--- src/rtl/fft16_stage_ctrl_pkg.sv ---
// Shared types and constants for the 16-point radix-2 DIT FFT sequencer.
package fft16_stage_ctrl_pkg;

  localparam int unsigned N_POINTS = 16;
  localparam int unsigned ADDR_W   = 4;
  localparam int unsigned TW_W     = 3;
  localparam int unsigned RD_LAT   = 1;
  localparam int unsigned BF_LAT   = 2;
  localparam int unsigned WB_LAT   = RD_LAT + BF_LAT;

  typedef enum logic [2:0] {
    ST_IDLE,
    ST_LOAD,
    ST_CALC,
    ST_DRAIN,
    ST_UNLOAD,
    ST_DONE
  } state_e;

  typedef struct packed {
    logic              en;
    logic [ADDR_W-1:0] a;
    logic [ADDR_W-1:0] b;
  } wb_t;

  function automatic logic [ADDR_W-1:0] bitrev4(input logic [ADDR_W-1:0] v);
    return {v[0], v[1], v[2], v[3]};
  endfunction

endpackage

--- src/rtl/fft16_stage_ctrl_addr_gen.sv ---
// Butterfly operand addressing: (stage, k) -> upper/lower operand address and twiddle index.
module fft16_stage_ctrl_addr_gen
  import fft16_stage_ctrl_pkg::*;
(
  input  logic [1:0]        stage_i,
  input  logic [2:0]        k_i,
  output logic [ADDR_W-1:0] addr_a_o,
  output logic [ADDR_W-1:0] addr_b_o,
  output logic [TW_W-1:0]   tw_idx_o
);

  logic [ADDR_W-1:0] k_ext;
  logic [ADDR_W-1:0] span;
  logic [ADDR_W-1:0] pos;
  logic [ADDR_W-1:0] grp;
  logic [ADDR_W-1:0] pos_tw;

  always_comb begin
    k_ext    = {1'b0, k_i};
    span     = 4'd1 << stage_i;
    pos      = k_ext & (span - 4'd1);
    grp      = k_ext >> stage_i;
    // 3-bit shift amount so stage 3 does not wrap (stage+1 = 4)
    addr_a_o = (grp << ({1'b0, stage_i} + 3'd1)) | pos;
    addr_b_o = addr_a_o + span;
    pos_tw   = pos << (2'd3 - stage_i);
    tw_idx_o = pos_tw[TW_W-1:0];
  end

endmodule

--- src/rtl/fft16_stage_ctrl.sv ---
// Sequencer for the 16-point FFT: bit-reversed load, 4 in-place butterfly stages, natural-order unload.
module fft16_stage_ctrl
  import fft16_stage_ctrl_pkg::*;
(
  input  logic       clk,
  input  logic       rst_n,
  input  logic       start,
  input  logic       in_valid,
  output logic       in_ready,
  output logic       ld_we,
  output logic [3:0] ld_addr,
  output logic       rd_en,
  output logic [3:0] rd_addr_a,
  output logic [3:0] rd_addr_b,
  output logic [2:0] tw_idx,
  output logic       wr_en,
  output logic [3:0] wr_addr_a,
  output logic [3:0] wr_addr_b,
  output logic [1:0] stage,
  output logic       out_rd,
  output logic [3:0] out_addr,
  output logic       out_valid,
  input  logic       out_ready,
  output logic       busy,
  output logic       done
);

  state_e            state_q;
  logic [3:0]        n_q;
  logic [2:0]        k_q;
  logic [1:0]        drain_q;
  logic [1:0]        stage_q;
  logic [4:0]        rd_cnt_q;
  logic [3:0]        hs_q;
  logic [3:0]        out_addr_q;
  logic              out_valid_q;
  wb_t               wb_q [WB_LAT];

  logic [ADDR_W-1:0] gen_a;
  logic [ADDR_W-1:0] gen_b;
  logic [TW_W-1:0]   gen_tw;
  logic              out_hs;

  fft16_stage_ctrl_addr_gen u_addr_gen (
    .stage_i  (stage_q),
    .k_i      (k_q),
    .addr_a_o (gen_a),
    .addr_b_o (gen_b),
    .tw_idx_o (gen_tw)
  );

  assign in_ready  = (state_q == ST_LOAD);
  assign ld_we     = in_valid & in_ready;
  assign ld_addr   = bitrev4(n_q);
  assign rd_en     = (state_q == ST_CALC);
  assign rd_addr_a = rd_en ? gen_a  : '0;
  assign rd_addr_b = rd_en ? gen_b  : '0;
  assign tw_idx    = rd_en ? gen_tw : '0;
  assign wr_en     = wb_q[WB_LAT-1].en;
  assign wr_addr_a = wb_q[WB_LAT-1].a;
  assign wr_addr_b = wb_q[WB_LAT-1].b;
  assign stage     = stage_q;
  assign out_valid = out_valid_q;
  assign busy      = (state_q != ST_IDLE);
  assign done      = (state_q == ST_DONE);

  // A new read is issued only when the output register is empty or being consumed.
  assign out_rd   = (state_q == ST_UNLOAD) && !rd_cnt_q[4] && (!out_valid_q || out_ready);
  assign out_hs   = out_valid_q && out_ready;
  // While stalled, out_addr keeps naming the sample currently on the bus.
  assign out_addr = out_rd ? rd_cnt_q[3:0] : out_addr_q;

  always_ff @(posedge clk or negedge rst_n) begin
    if (!rst_n) begin
      state_q     <= ST_IDLE;
      n_q         <= '0;
      k_q         <= '0;
      drain_q     <= '0;
      stage_q     <= '0;
      rd_cnt_q    <= '0;
      hs_q        <= '0;
      out_addr_q  <= '0;
      out_valid_q <= 1'b0;
      for (int unsigned i = 0; i < WB_LAT; i++) wb_q[i] <= '0;
    end else begin
      wb_q[0] <= '{en: rd_en, a: rd_addr_a, b: rd_addr_b};
      for (int unsigned i = 1; i < WB_LAT; i++) wb_q[i] <= wb_q[i-1];

      if (out_rd)         out_valid_q <= 1'b1;
      else if (out_ready) out_valid_q <= 1'b0;

      case (state_q)
        ST_IDLE: if (start) state_q <= ST_LOAD;
        ST_LOAD: begin
          if (ld_we) begin
            if (n_q == 4'(N_POINTS - 1)) begin
              n_q     <= '0;
              state_q <= ST_CALC;
            end else begin
              n_q <= n_q + 4'd1;
            end
          end
        end
        ST_CALC: begin
          if (k_q == 3'd7) begin
            k_q     <= '0;
            state_q <= ST_DRAIN;
          end else begin
            k_q <= k_q + 3'd1;
          end
        end
        ST_DRAIN: begin
          if (drain_q == 2'(WB_LAT - 1)) begin
            drain_q <= '0;
            if (stage_q == 2'd3) begin
              stage_q <= '0;
              state_q <= ST_UNLOAD;
            end else begin
              stage_q <= stage_q + 2'd1;
              state_q <= ST_CALC;
            end
          end else begin
            drain_q <= drain_q + 2'd1;
          end
        end
        ST_UNLOAD: begin
          if (out_rd) begin
            rd_cnt_q   <= rd_cnt_q + 5'd1;
            out_addr_q <= rd_cnt_q[3:0];
          end
          if (out_hs) begin
            if (hs_q == 4'(N_POINTS - 1)) begin
              hs_q       <= '0;
              rd_cnt_q   <= '0;
              out_addr_q <= '0;
              state_q    <= ST_DONE;
            end else begin
              hs_q <= hs_q + 4'd1;
            end
          end
        end
        ST_DONE: state_q <= ST_IDLE;
        default: state_q <= ST_IDLE;
      endcase
    end
  end

endmodule

--- config.mk ---
export PLATFORM = sky130hd
export DESIGN_NAME = fft16_stage_ctrl
export DESIGN_NICKNAME = d
export VERILOG_FILES = /design/src/rtl/fft16_stage_ctrl_pkg.sv /design/src/rtl/fft16_stage_ctrl_addr_gen.sv /design/src/rtl/fft16_stage_ctrl.sv
export SDC_FILE = /design/constraint.sdc
export NUM_CORES = 1
export LEC_CHECK = 0
export CORE_MARGIN = 4
export CORE_UTILIZATION = 30
export CTS_CLUSTER_DIAMETER = 60
export DETAILED_ROUTE_END_ITERATION = 10
export PLACE_DENSITY = 0.58
export REMOVE_ABC_BUFFERS = 1
export SLEW_MARGIN = 0
export SYNTH_ARGS = -nofsm -noshare
export SYNTH_HDL_FRONTEND = slang
export SYNTH_SLANG_ARGS = --single-unit
--- constraint.sdc ---
create_clock -name clk -period 2.99 [get_ports clk]
set_input_delay 0.299 -clock clk [delete_from_list [all_inputs] [get_ports clk]]
set_output_delay 0.299 -clock clk [all_outputs]
set_load 0.02 [all_outputs]
==> impl_metrics.yaml <==
status:
  status: "finished clean"
logic_synthesis:
  synth-edff-count: 0
  yosys_warnings: 0
  ys_seq_area_share_pct: 53.09
  synth_seq_cells: 55
  async_reset_ff_share_pct: 100.0
  synth.distinct_cells: 46
  synth_cells: 228
  synthFlopType: "dfrtp_1"
  syn_area_mm2: 0.002592
  syn_area_per_cell_um2: 11.37
power:
  p_per_area_mw_per_mm2: 377.7
  vdd_ir_drop_max_mv: 0.1837
  power_mw: 1.258
  leakage_nw: 1.622
setup_path:
  slowest_stage: "dfrtp_1"
  crit_buf_inv: 3
  worstSetupStartpointType: "register"
  critical_path_class: "reg2out"
  endpoint_kind: "output port"
  crit_chain: "buf_4 > ha_1 > nor2_1 > nand2_1 > o31ai_2 > ha_2 > inv_1 > fa_1 > xor2_1 > nor2_1 > buf_4"
  crit_fanout: 4
  crit_arrival_ns: 2.56
  required_ns: 2.69
  critPathTopFamily: "adder cells"
  crit_path_start: "stage[1]"
  cpPeakStageDelay_ns: 0.42
  reg2reg_from: "stage[1]"
cts:
  tritoncts: "yes"
  insertion_delay_ns: 0.30
  clk_path_buf_depth: 2
  cts_buffers: 5
  clock-sinks: 55
  cts_root_buf: "clkbuf_8"
  clkTransAtPathRegs_ns: 0.10
  cts_max_level: 2
layout:
  finalNonFillerCells: 390
  fillCellCount: 814
  area_delta_synth_final_pct: 28.47
  antenna_cells: 0
  finalNetCount: 303
  drive_above_1_share_pct: 20.00
floorplan:
  core-area_mm2: 0.008299
  ios: 42
  die_y_um: 101.0
  die-area_mm2: 0.01019
  start_util_pct: 31.24
  rows: 33
  die_x_um: 101.0
sta:
  fmax_mhz: 349.7
  rsz0062_at_grt: "true"
  fin_crit_ns: 2.860
  skew_ns: 0.003378
  totalNegativeSetupSlack_ns: 0
  max-slew-margin-rel_pct: 49.85
  fin_crit_sh_pct: 95.65
  finalSetupViolCount: 0
  maxSlewViolCount: 0
  setup_ws_ns: 0.1301
  worstMarginPinSlew_ns: 0.7522
  holdWs_ns: 0.04852
  hold_viol: 0
detailed_routing:
  via_per_inst: 4.674
  route.detailed.drc: 0
  drt_iter0_drc: 50
  wl_per_cell_um: 12.67
  ant_nets: 0
  drt_pass1_iterations: 4
  vias: 1823
  wirelength_um: 4942
place:
  portBuffers: 41
  place_ws_ns: -0.02923
  hpwl_um: 3698
  place_congestion: 0.8402
  numPlacedInstances: 378
grt:
  gr-total-overflow: 0
  grtUsageTotal_pct: 10.57
  grt_first_pass_wirelength_um: 8721
  first_global_vias: 1819
  grt_max_degree: 35
  antenna_found_initial: 0
worst_hold_path:
  holdCritPathClass: "in2async"
flow_run:
  maxCapViolCount: 0
synth_stat cells (5+ instances only):
| library cell | count | area (um^2) |
|---|---|---|
| buf_4 | 11 | 82.58 |
| and2_1 | 6 | 37.54 |
| xnor2_1 | 5 | 43.79 |
| ha_1 | 13 | 162.7 |
| nor2_1 | 14 | 52.55 |
| nand4_1 | 5 | 31.28 |
| a21oi_1 | 8 | 40.04 |
| mux2_2 | 6 | 67.56 |
| nand2b_1 | 6 | 37.54 |
| nand2_1 | 18 | 67.56 |
| dfrtp_1 | 55 | 1376 |
| o21ai_0 | 11 | 55.05 |
| nor3_1 | 5 | 25.02 |
| nand3_1 | 7 | 35.03 |
| inv_1 | 9 | 33.78 |
cells by family after synthesis:
logic type / share of synthesized area (%)
buffers and inverters: 5.984
adder cells (fa/ha/maj): 7.047
AO/OA/AOI/OAI: 9.894
AND/OR/NAND/NOR: 16.55
XOR/XNOR: 2.703
multiplexers: 4.729
flip-flops: 53.09
sequential cells by signal (all words and copies together) (netlist names):
register,cells
drain_q,2
hs_q,4
k_q,3
n_q,4
out_addr_q,4
out_valid,1
rd_cnt_q,5
stage,2
state_q,3
wb_q,18
wr_addr_a,4
wr_addr_b,4
wr_en,1
cell type report:
type | count | area [um^2] | area share, %
Clock buffer | 5 | 68.82 | 2.066
Timing Repair Buffer | 66 | 585.6 | 17.58
Tap cell | 105 | 131.4 | 3.944
Clock inverter | 3 | 46.29 | 1.390
Sequential cell | 55 | 1376 | 41.32
Multi-Input combinational cell | 147 | 1089 | 32.68
Inverter | 9 | 33.78 | 1.014
metrics by stage:
stage                     utilization [%]  cell area [um^2]
after floorplan                         -              2471
after global placement              38.14              3166
after CTS                           39.70              3294
after global routing                40.13              3331
after detailed placement            38.14              3166
final                               40.13              3331
path summary, 6_finish.rpt:
check	slack, ns	cells past startpoint	to
max	0.13	11	rd_addr_b[2]
min	0.05	1	wb_q[20]
max reg2reg	0.71	11	wb_q[21]
min reg2reg	0.36	0	wr_addr_a[1]
max in group asynchronous	2.26	2	rd_cnt_q[2]
min in group clk	0.36	0	wr_addr_a[1]
worst register-to-register path, stage by stage (launching register included):
cell and delay [ns]:
dfrtp_1 0.42, buf_4 0.15, mux2_4 0.31, nand2b_1 0.16
a31oi_2 0.18, inv_1 0.06, ha_1 0.27, a21o_1 0.17
a21oi_2 0.14, xnor2_1 0.13, nor2_1 0.08, buf_4 0.13
report_power, final:
part,total [mW],internal [mW],switching (mW),leakage [nW]
clock,0.493,0.252,0.241,0.0548
combinational,0.0215,0.00610,0.0154,0.814
sequential,0.743,0.743,0.00000000000000244,0.753
placed cells by master, fill, tap and decap left out, drive strengths merged, types with 2 or more instances in the layout:
master,netlist,layout
nand3,7,7
xor2,3,3
a22o,4,4
mux2,9,9
and2,6,6
and3,4,4
ha,13,13
nor3b,2,2
a21o,4,4
buf,13,28
clkdlybuf4s50,0,36
inv,9,10
nand2b,6,6
nand4,5,5
dfrtp,55,55
nor2b,2,2
xnor2,5,5
or3,2,2
a21oi,9,9
clkbuf,4,6
o21ai,11,11
nand2,18,18
nor3,5,5
nor2,14,14
metal layers:
layer	global-route usage (%)	up-vias	part of all wire, %
met1	14.01	898	45
met5	0	-	0
met4	4.908	0	2.1
met3	1.938	10	3.5
met2	16.71	30	49
li1	-	885	-
timing repair:
action                                  4_1_cts  5_1_grt
endpoints found under the hold margin         0        0
setup buffers                                 1        3
pin swaps                                     0        3
hold buffers                                  0        0
gates resized for setup                      11       11
endpoints found under the setup margin        4        5
No activity file was read; power rests on OpenSTA's default activity.
